`src/rtl/chacha_round_sched.sv`:
```
`timescale 1ns/1ps
// Round scheduler for the shared ChaCha quarter-round datapath: init strobe,
// ROUNDS column/diagonal quarter-round issues, 16-word feed-forward, done pulse.
//
// state  | meaning
// IDLE   | waiting for start
// INIT   | one-cycle copy of original state into working state
// QR     | issuing quarter-round index sets over valid/ready
// FF     | 16-cycle feed-forward addition, one word per cycle
// DONE   | one-cycle completion pulse
module chacha_round_sched #(
  parameter int ROUNDS = 20
) (
  input  logic       clk,
  input  logic       rst_n,
  input  logic       start,
  output logic       busy,
  output logic       init,
  output logic       qr_valid,
  input  logic       qr_ready,
  output logic [3:0] qr_a,
  output logic [3:0] qr_b,
  output logic [3:0] qr_c,
  output logic [3:0] qr_d,
  output logic [4:0] round,
  output logic       ff_en,
  output logic [3:0] ff_idx,
  output logic       done
);

  typedef enum logic [2:0] {
    S_IDLE,
    S_INIT,
    S_QR,
    S_FF,
    S_DONE
  } state_e;

  localparam logic [4:0] LAST_ROUND = 5'(ROUNDS - 1);

  state_e     state_q, state_d;
  logic [4:0] round_q, round_d;
  logic [1:0] qsel_q, qsel_d;
  logic [3:0] ff_cnt_q, ff_cnt_d;

  always_ff @(posedge clk or negedge rst_n) begin
    if (!rst_n) begin
      state_q  <= S_IDLE;
      round_q  <= '0;
      qsel_q   <= '0;
      ff_cnt_q <= '0;
    end else begin
      state_q  <= state_d;
      round_q  <= round_d;
      qsel_q   <= qsel_d;
      ff_cnt_q <= ff_cnt_d;
    end
  end

  always_comb begin
    state_d  = state_q;
    round_d  = round_q;
    qsel_d   = qsel_q;
    ff_cnt_d = ff_cnt_q;
    case (state_q)
      S_IDLE: begin
        if (start) state_d = S_INIT;
      end
      S_INIT: begin
        round_d = '0;
        qsel_d  = '0;
        state_d = S_QR;
      end
      S_QR: begin
        if (qr_ready) begin
          qsel_d = qsel_q + 2'd1;
          if (qsel_q == 2'd3) begin
            if (round_q == LAST_ROUND) begin
              round_d  = '0;
              ff_cnt_d = 4'hF;
              state_d  = S_FF;
            end else begin
              round_d = round_q + 5'd1;
            end
          end
        end
      end
      S_FF: begin
        // Down-counter: word index is its complement, terminal count at zero.
        ff_cnt_d = ff_cnt_q - 4'd1;
        if (ff_cnt_q == 4'd0) begin
          ff_cnt_d = '0;
          state_d  = S_DONE;
        end
      end
      S_DONE: begin
        state_d = S_IDLE;
      end
      default: state_d = S_IDLE;
    endcase
  end

  logic [1:0] qsel_p1, qsel_p2, qsel_p3;

  always_comb begin
    qsel_p1 = qsel_q + 2'd1;
    qsel_p2 = qsel_q + 2'd2;
    qsel_p3 = qsel_q + 2'd3;
    qr_a = '0;
    qr_b = '0;
    qr_c = '0;
    qr_d = '0;
    if (state_q == S_QR) begin
      qr_a = {2'b00, qsel_q};
      if (!round_q[0]) begin
        qr_b = {2'b01, qsel_q};
        qr_c = {2'b10, qsel_q};
        qr_d = {2'b11, qsel_q};
      end else begin
        // Diagonal rounds rotate rows 1..3 left by one, two and three columns.
        qr_b = {2'b01, qsel_p1};
        qr_c = {2'b10, qsel_p2};
        qr_d = {2'b11, qsel_p3};
      end
    end
  end

  assign busy     = (state_q != S_IDLE);
  assign init     = (state_q == S_INIT);
  assign qr_valid = (state_q == S_QR);
  assign round    = qr_valid ? round_q : '0;
  assign ff_en    = (state_q == S_FF);
  assign ff_idx   = ff_en ? ~ff_cnt_q : '0;
  assign done     = (state_q == S_DONE);

endmodule

```
`config.mk`:
```
export PLATFORM = sky130hd
export DESIGN_NAME = chacha_round_sched
export DESIGN_NICKNAME = d
export VERILOG_FILES = /design/src/rtl/chacha_round_sched.sv
export SDC_FILE = /design/constraint.sdc
export NUM_CORES = 1
export LEC_CHECK = 0
export CORE_AREA = 2 2 50 52
export DETAILED_ROUTE_END_ITERATION = 10
export DIE_AREA = 0 0 52 54
export PLACE_DENSITY = 0.79
export SYNTH_ARGS = -nofsm -noshare
export SYNTH_HDL_FRONTEND = slang
export SYNTH_SLANG_ARGS = --single-unit
export TNS_END_PERCENT = 30
```
`constraint.sdc`:
```
create_clock -name clk -period 5.5 [get_ports clk]
set_input_delay 1.1 -clock clk [delete_from_list [all_inputs] [get_ports clk]]
set_output_delay 1.1 -clock clk [all_outputs]
set_load 0.02 [all_outputs]
```
# Word-level counts from Yosys, hierarchy flattened
# Index checks and enable logic that the tools add are counted.
# W data, S select, Z words.
totals:
  word_cells: 56
  latchBits: 0
  output_inout_bits: 30
  romBits: 0
  reg_bits: 14
  inputBits: 4
  ram_bits: 0
  n_memories: 0
classes:
  n_shift: 0
  reduce_logical: 9
  mux: 26
  n_lt_le_gt_ge: 0
  add_sub_neg: 5
  eq_ne: 11
  bitwise_logic: 1
  n_div: 0
  n_mul: 0
op_table:
  columns: ["cell", "count"]
  rows:
  - ["$mux W4", 7]
  - ["$mux W5", 4]
  - ["$mux W3", 6]
  - ["$pmux W3 S4", 1]
  - ["$mux W2", 5]
  - ["$pmux W5 S2", 1]
  - ["$ne A2 B1 Y1 const B", 4]
  - ["$pmux W4 S2", 1]
  - ["$eq A3 B2 Y1 const B", 2]
  - ["$add A5 B1 Y5 const B", 1]
  - ["$eq A5 B5 Y1 const B", 1]
  - ["$reduce_and A5 Y1", 1]
  - ["$add A2 B2 Y2 const B", 2]
  - ["$logic_not A4 Y1", 1]
  - ["$not A4 Y4", 1]
  - ["$pmux W2 S2", 1]
  - ["$reduce_and A4 Y1", 1]
  - ["$reduce_bool A2 Y1", 2]
  - ["$sub A4 B1 Y4 const B", 1]
  - ["$eq A3 B1 Y1 const B", 1]
  - ["$eq A3 B3 Y1 const B", 1]
  - ["$logic_not A3 Y1", 1]
  - ["$reduce_and A3 Y1", 1]
  - ["$reduce_bool A3 Y1", 1]
  - ["other kinds (4)", 4]

# Logic depth before layout (Yosys ltp)
# Gate-level depths: netlist of run 1.
depth:
  ltp_word: 5
  mapped_depth: 7
  mapped_depth_nobuf: 6

# Worst setup path before layout of run 1
# Ideal clock, no wire load.
synth_path:
  kind: "flip-flop to output port"
  start: "reg state_q[0]"
  end: "out qr_c[0]"
  path_stages_with_launch: 7
  n_path_buf: 3
  t_required_ps: 4400
  arrival_time_ps: 1890
  slack_ps: 2510
  path_cell_list: "dfrtp_1 -> buf_2 -> or3b_4 -> inv_2 -> clkbuf_1 -> and2_1 -> buf_4"
synth_via:
  elab_chain_len: 2
synth_lines:
  columns: ["item", "line_no", "source"]
  rows:
  - ["from (decl)", "41", "state_e state_q, state_d;"]
  - ["from (signal assigned)", "53", "state_q <= state_d;"]
  - ["$eq A3 B2 Y1", null, null]
  - ["net qr_valid", "19", "output logic qr_valid,"]
  - ["$mux W4", "113", "if (state_q == S_QR) begin"]
  - ["to (decl)", "23", "output logic [3:0] qr_c,"]
# The timed path passes the listed nets, and every way through them passes these cells.

# Final worst setup path of run 1
layout_path:
  start: "reg state_q[1]"
  end: "out qr_c[0]"
layout_via:
  elab_chain_len: 2
layout_lines:
  columns: ["item", "line_no"]
  rows:
  - ["$eq A3 B2 Y1", "113"]
  - ["$mux W4", "113"]
# No other way between the ends.

==> qor.yml, run 1 <==
clockBufferDepth: 2
status: "finished, final reports clean"
place.gp.congestion: 0.771
worstPathRequired_ns: 4.40
grt_pass1_wl_um: 3720
pwr-share-seq: 0.228
hold_end: "qsel_q[0]$_DFFE_PN0P_"
area_delta_synth_final_pct: 26.1
period_minus_slack_ns: 3.37
ctsHtreeMaxLevel: 1
cp.arrival_ns: 2.27
hold_viol_final: 0
path_delay_family: "buffers and inverters"
synth_xor_area_frac: 0.00862
synth_edf_count: 0
tns_ns: 0
clkPwrFrac: 0.086
grt.overflow.total: 0
crit_chain: "or3b_4 -> inv_2 -> and2_1 -> clkdlybuf4s50_1"
vdd_drop_max_uv: 364
fin_nets: 152
rr_endpoint: "round_q[3]$_DFFE_PN0P_"
rsz0062_at_grt: "false"
min_from: "qsel_q[0]$_DFFE_PN0P_"
wire_per_inst_um: 13.0
numCtsBuffers: 3
diodes: 0
place.port_buffers: 29
rows: 18
yosys-top-cells-area: "dfrtp_1 (34%), buf_4 (8.1%), and2_1 (4.9%)"
async_reset_ff_frac: 1.00
maxSlewViolCount: 0
post_cts_buffers: 0
vias: 903
total_power_mw: 0.876
syn_area_sq_mm: 0.00102
p_int_mw: 0.449
dieArea_sq_mm: 0.00281
antenna_found_initial: 0
grt_start_max_net_pins: 18
ys_ff_latch: 14
setup_viol: 0
dpl.hpwl_um: 1700
avgViaCountPerCell: 5.16
register_area_sq_um: 350
fp.dieW_um: 52
multi_input_area_sq_um: 544
dr.pass1.iters: 4
synthMuxAreaShare: 0
start_kind: "flip-flop"
synth_compound_area_frac: 0.209
p_sw_frac: 0.487
chipHeight_um: 54
power.density_mw_per_mm2: 683
slew_headroom: 0.548
grt_pass1_vias: 851
cp_slowest_stage_delay_ns: 0.60
synth-simple-area-share: 0.278
rr_worst_depth: 5
crit_fanout: 17
synth_seq_area_share: 0.345
worstMarginPinSlew_ns: 0.675
min_period_over_period: 0.613
root_buffer: "clkbuf_4"
drc: 0
drive_above_1_share: 0.0621
cts_hold_repair.buffers: 0
dr.first_iter.drc_count: 19
grt_usage: 0.178
fmax_mhz: 297
critPathKind: "flip-flop to output port"
post-route-util: 0.552
synthFlopType: "dfrtp_1"
path_clk_slew_ns: 0.09
postRouteAntennaNets: 0
synth_fa_ha_area_frac: 0.0246
hold_depth: 1
synth.largest_area_cell: "dfrtp_1"
start_util: 0.438
routed_wl_um: 2270
slowest_stage: "clkdlybuf4s50_1"
yosys_warnings: 0
comb_power_share: 0.686
synth.distinct_cells: 40
cts_resized: 0
cap_violations: 0
clock_latency_ns: 0.28
netlist_instances: 125
fill_cells: 215
cts_tree: "yes"
worstReg2RegStart: "qsel_q[0]$_DFFE_PN0P_"
r2r_slack_ns: 3.67
synth_area_per_cell_sq_um: 8.13
fin_skew_ns: 0.000883
startpoint: "state_q[1]$_DFFE_PN0P_"
cp-end-kind: "output port"
synth_top_family_by_area: "simple AND/OR/NAND/NOR gates"
p_switching_mw: 0.426
hp-class: "flip-flop to flip-flop"
clock-sinks: 14
synth_top_cell_area_share: 0.345
cp_num_buf_inv: 2
ios: 34
core_area_sq_mm: 0.00232
critical_path_depth: 4
leakage_nw: 0.529
-- sequential cells by signal, summed over array words and instances (netlist names) --
register  cells
round_q       5
ff_cnt_q      4
state_q       3
qsel_q        2
-- cell families after synthesis --
| logic type | Yosys count |
|---|---|
| simple gates | 53 |
| compound gates | 32 |
| buf+inv | 22 |
| flops | 14 |
| fa+ha+maj | 2 |
| xor+xnor | 1 |
| other cells | 1 |
-- Yosys cell counts (all sizes together) (2+ instances only) --
library cell / count
nand2: 10
ha: 2
clkbuf: 2
nor2: 13
inv: 6
o31ai: 3
a21oi: 8
and2: 8
nor3: 2
nand2b: 7
o21a: 2
or3b: 2
nand3: 4
dfrtp: 14
buf: 14
o41ai: 2
o21ai: 11
-- layout make-up --
type / instances / share of cell area
well taps: 30 / 0.0293
flip-flops and latches: 14 / 0.273
inverters: 6 / 0.0176
clock buffers: 4 / 0.0283
repair buffers: 29 / 0.227
multi-input cells: 92 / 0.425
-- worst max path at each step --
stage	end	slack, ns
2_1_floorplan	qr_c[0]	2.51
3_3_place_gp	qr_c[0]	2.48
3_5_place_dp	qr_c[0]	2.44
4_1_cts	qr_c[0]	2.12
5_1_grt	qr_a[0]	1.95
6_report	qr_c[0]	2.13
-- routing by layer --
metal	up-vias	global-route usage	share of wire	wire length, um
met2	12	0.323	0.54	1220
li1	457	-	-	-
met1	432	0.200	0.42	966
met5	-	0	0	0
met3	2	0.0361	0.025	57
met4	0	0.0833	0.012	27
-- layout by cell type, fill, tap and decap left out, types with 2 or more instances in the layout --
master           count
ha_1                 2
nand2_1             10
dfrtp_1             14
clkdlybuf4s50_1     29
nand2b_1             7
o21a_1               2
inv_1                4
nor2_1              13
inv_2                2
clkbuf_4             3
a21oi_1              7
conb_1               4
o21ai_0              3
o21ai_1              8
o31ai_1              3
nand3_1              4
nor3_1               2
and2_1               8
-- stage by stage --
step	hold slack [ns]	setup slack (ns)	std cells	instance area, sq um
floorplan	0.483	2.51	128	1030
global placement	0.525	2.48	171	1240
detailed placement	0.534	2.44	171	1240
CTS	0.550	2.12	175	1280
global route	0.592	1.95	175	1280
finish	0.551	2.13	175	1280
-- power by group through the flow --
stage / logic, mW / registers, mW / clock network, mW
2_1_floorplan: 0.454 / 0.167 / 0
3_3_place_gp: 0.591 / 0.198 / 0
3_5_place_dp: 0.603 / 0.200 / 0
4_1_cts: 0.605 / 0.198 / 0.0778
5_1_grt: 0.654 / 0.209 / 0.0824
6_report: 0.601 / 0.200 / 0.0752
(Power assumes the default switching activity.)
==> run 2: changes to the inputs <==
Settings changed: CORE_AREA 2 2 50 52 to 2 2 54 56, DIE_AREA 0 0 52 54 to 0 0 56 58, PLACE_DENSITY 0.79 to 0.72.
Clock period 5.5 ns to 2.8 ns, I/O delays scaled along.
==> run 2 against run 1 <==
  * Count of clock-buffer cells in the layout unchanged
  * Setup slack worse by 2.0 ns
  * Final area grew 1.6%
  * Critical path depth is the same
  * Highest routed layer unchanged
==> qor.yml, run 2 (synthesized netlist as in run 1, its figures left out) <==
status: "finished, final reports clean"  # unchanged
vdd_drop_max_uv: 902  # was 364 uV
leakage_nw: 0.611  # was 0.529 nW
dieArea_sq_mm: 0.00325  # was 0.00281 sq mm
ctsHtreeMaxLevel: 1  # unchanged
ios: 34  # unchanged
final_common_cell: "clkdlybuf4s50_1"  # unchanged
worstReg2RegStart: "qsel_q[0]$_DFFE_PN0P_"  # unchanged
grt_usage: 0.143  # was 0.178
post_cts_buffers: 0  # unchanged
cp.arrival_ns: 2.13  # was 2.27 ns
cp_slowest_stage_delay_ns: 0.59  # was 0.60 ns
fin_nets: 152  # unchanged
chipHeight_um: 58  # was 54 um
rr_worst_depth: 5  # unchanged
numCtsBuffers: 3  # unchanged
routed_wl_um: 2320  # was 2270 um
hp-class: "flip-flop to flip-flop"  # unchanged
fmax_mhz: 372
min_from: "qsel_q[0]$_DFFE_PN0P_"  # unchanged
r2r_slack_ns: 1.01  # was 3.67 ns
total_power_mw: 1.74  # was 0.876 mW
vias: 939  # was 903
critPathKind: "flip-flop to output port"  # unchanged
wire_per_inst_um: 13.2  # was 13.0 um
power.density_mw_per_mm2: 1330  # was 683 mW/mm^2
grt_pass1_vias: 832  # was 851
clockBufferDepth: 2  # unchanged
crit_chain: "or3b_4 -> inv_6 -> and2_1 -> clkdlybuf4s50_1"  # was or3b_4 -> inv_2 -> and2_1 -> clkdlybuf4s50_1
diodes: 0  # unchanged
worstMarginPinSlew_ns: 0.633  # was 0.675 ns
dr.first_iter.drc_count: 18  # was 19
path_clk_slew_ns: 0.09  # about the same
grt_start_max_net_pins: 18  # unchanged
start_util: 0.382  # was 0.438
postRouteAntennaNets: 0  # unchanged
largestRegisters: "round_q (5), ff_cnt_q (4), state_q (3)"  # unchanged
place.port_buffers: 29  # unchanged
period_minus_slack_ns: 2.69
largest_reg_flops: 5  # unchanged
largest_register: "round_q"  # unchanged
clkPwrFrac: 0.087  # was 0.086
rr_endpoint: "round_q[3]$_DFFE_PN0P_"  # unchanged
place.gp.congestion: 0.761  # was 0.771
drc: 0  # unchanged
final_cell_mix: "clkdlybuf4s50_1 (24), nor2_1 (13), dfrtp_1 (13)"  # was clkdlybuf4s50_1 (29), dfrtp_1 (14), nor2_1 (13)
fp.dieW_um: 56  # was 52 um
core_area_sq_mm: 0.00266  # was 0.00232 sq mm
start_kind: "flip-flop"  # unchanged
root_buffer: "clkbuf_4"  # unchanged
antenna_found_initial: 0  # unchanged
p_sw_frac: 0.490  # was 0.487
rsz0062_at_grt: "false"  # unchanged
postLayoutCellArea_sq_mm: 0.00130  # was 0.00128 sq mm
dr.pass1.iters: 5  # was 4
p_switching_mw: 0.851  # was 0.426 mW
hold_end: "qsel_q[0]$_DFFE_PN0P_"  # unchanged
crit_fanout: 17  # unchanged
setup_viol: 0  # unchanged
cts_tree: "yes"  # unchanged
fin_skew_ns: 0.00167  # was 0.000883 ns
slowest_stage: "clkdlybuf4s50_1"  # unchanged
avgViaCountPerCell: 5.34  # was 5.16
pwr-share-seq: 0.228  # about the same
area_delta_synth_final_pct: 28.1  # was 26.1%
p_int_mw: 0.884  # was 0.449 mW
cap_violations: 0  # unchanged
rows: 19  # was 18
drive_above_1_share: 0.0690  # was 0.0621
hold_viol_final: 0  # unchanged
clock-sinks: 14  # unchanged
clock_latency_ns: 0.29  # was 0.28 ns
slew_headroom: 0.577  # was 0.548
min_period_over_period: 0.961
fill_cells: 262  # was 215
tns_ns: 0  # unchanged
worstPathRequired_ns: 2.24  # was 4.40 ns
grt.overflow.total: 0  # unchanged
maxSlewViolCount: 0  # unchanged
place_area_sq_mm: 0.00125  # was 0.00124 sq mm
grt_pass1_wl_um: 3670  # was 3720 um
dpl.hpwl_um: 1670  # was 1700 um
hold_depth: 1  # unchanged
cp-end-kind: "output port"  # unchanged
comb_power_share: 0.685  # was 0.686
[run 2: cell types whose count changed in the layout (fill, tap and decap cells not counted)]
cell / before / now
inv_6: 0 / 1
dfrtp_1: 14 / 13
dfrtp_2: 0 / 1
inv_2: 2 / 1
clkdlybuf4s50_1: 29 / 24
dlymetal6s2s_1: 0 / 5
[run 2: through the flow]
stage / hold slack [ns] / setup slack [ns] / util / cells
6_report: 0.547 / 0.109 / 0.489 / 176
3_3_place_gp: 0.534 / 0.326 / 0.468 / 172
2_1_floorplan: 0.264 / 0.350 / - / 128
4_1_cts: 0.554 / 0.0143 / 0.483 / 176
3_5_place_dp: 0.538 / 0.268 / 0.468 / 172
5_1_grt: 0.594 / 0.00667 / 0.489 / 176
[run 2: per-layer routing]
layer	part of all wire	track usage	vias to the layer above	wire length [um]
met1	0.44	0.172	439	1030
met5	0	0	-	0
met4	0.0060	0.0204	0	14
met3	0.061	0.0536	4	142
li1	-	-	457	-
met2	0.49	0.252	39	1140
[run 2: cell type report]
type,instances,area (sq um),area share
clock buffer,4,36.3,0.0279
inverter,6,27.5,0.0212
multi-input combinational,92,544,0.418
sequential,14,352,0.270
tap,31,38.8,0.0298
timing repair buffer,29,303,0.233
[run 2: power groups by stage]
stage / clock network [mW] / registers, mW / logic (mW)
floorplan: 0 / 0.328 / 0.892
global placement: 0 / 0.390 / 1.16
detailed placement: 0 / 0.396 / 1.18
CTS: 0.156 / 0.392 / 1.20
global route: 0.164 / 0.412 / 1.28
finish: 0.151 / 0.395 / 1.19
[run 2: critical path, delay by kind of cell, from the launching register on]
kind          cells  cell delay, ns
simple gates      2            0.65
flops             1            0.45
buf+inv           2            0.73
[run 2: how the worst max path moves through the flow]
stage	start	endpoint	slack (ns)	depth (start not counted)
after CTS	state_q[1]$_DFFE_PN0P_	qr_a[0]	0.01	4
after global routing	state_q[2]$_DFFE_PN0P_	round[0]	0.007	4
after detailed placement	state_q[1]$_DFFE_PN0P_	qr_a[0]	0.27	4
final	state_q[2]$_DFFE_PN0P_	round[0]	0.11	4
after global placement	state_q[1]$_DFFE_PN0P_	qr_c[0]	0.33	4
after floorplan	state_q[0]$_DFFE_PN0P_	qr_c[0]	0.35	6
[run 2: repair_timing]
action	in CTS	in global routing
setup endpoints to repair	7	7
gates resized for setup	1	7
hold buffers	0	0
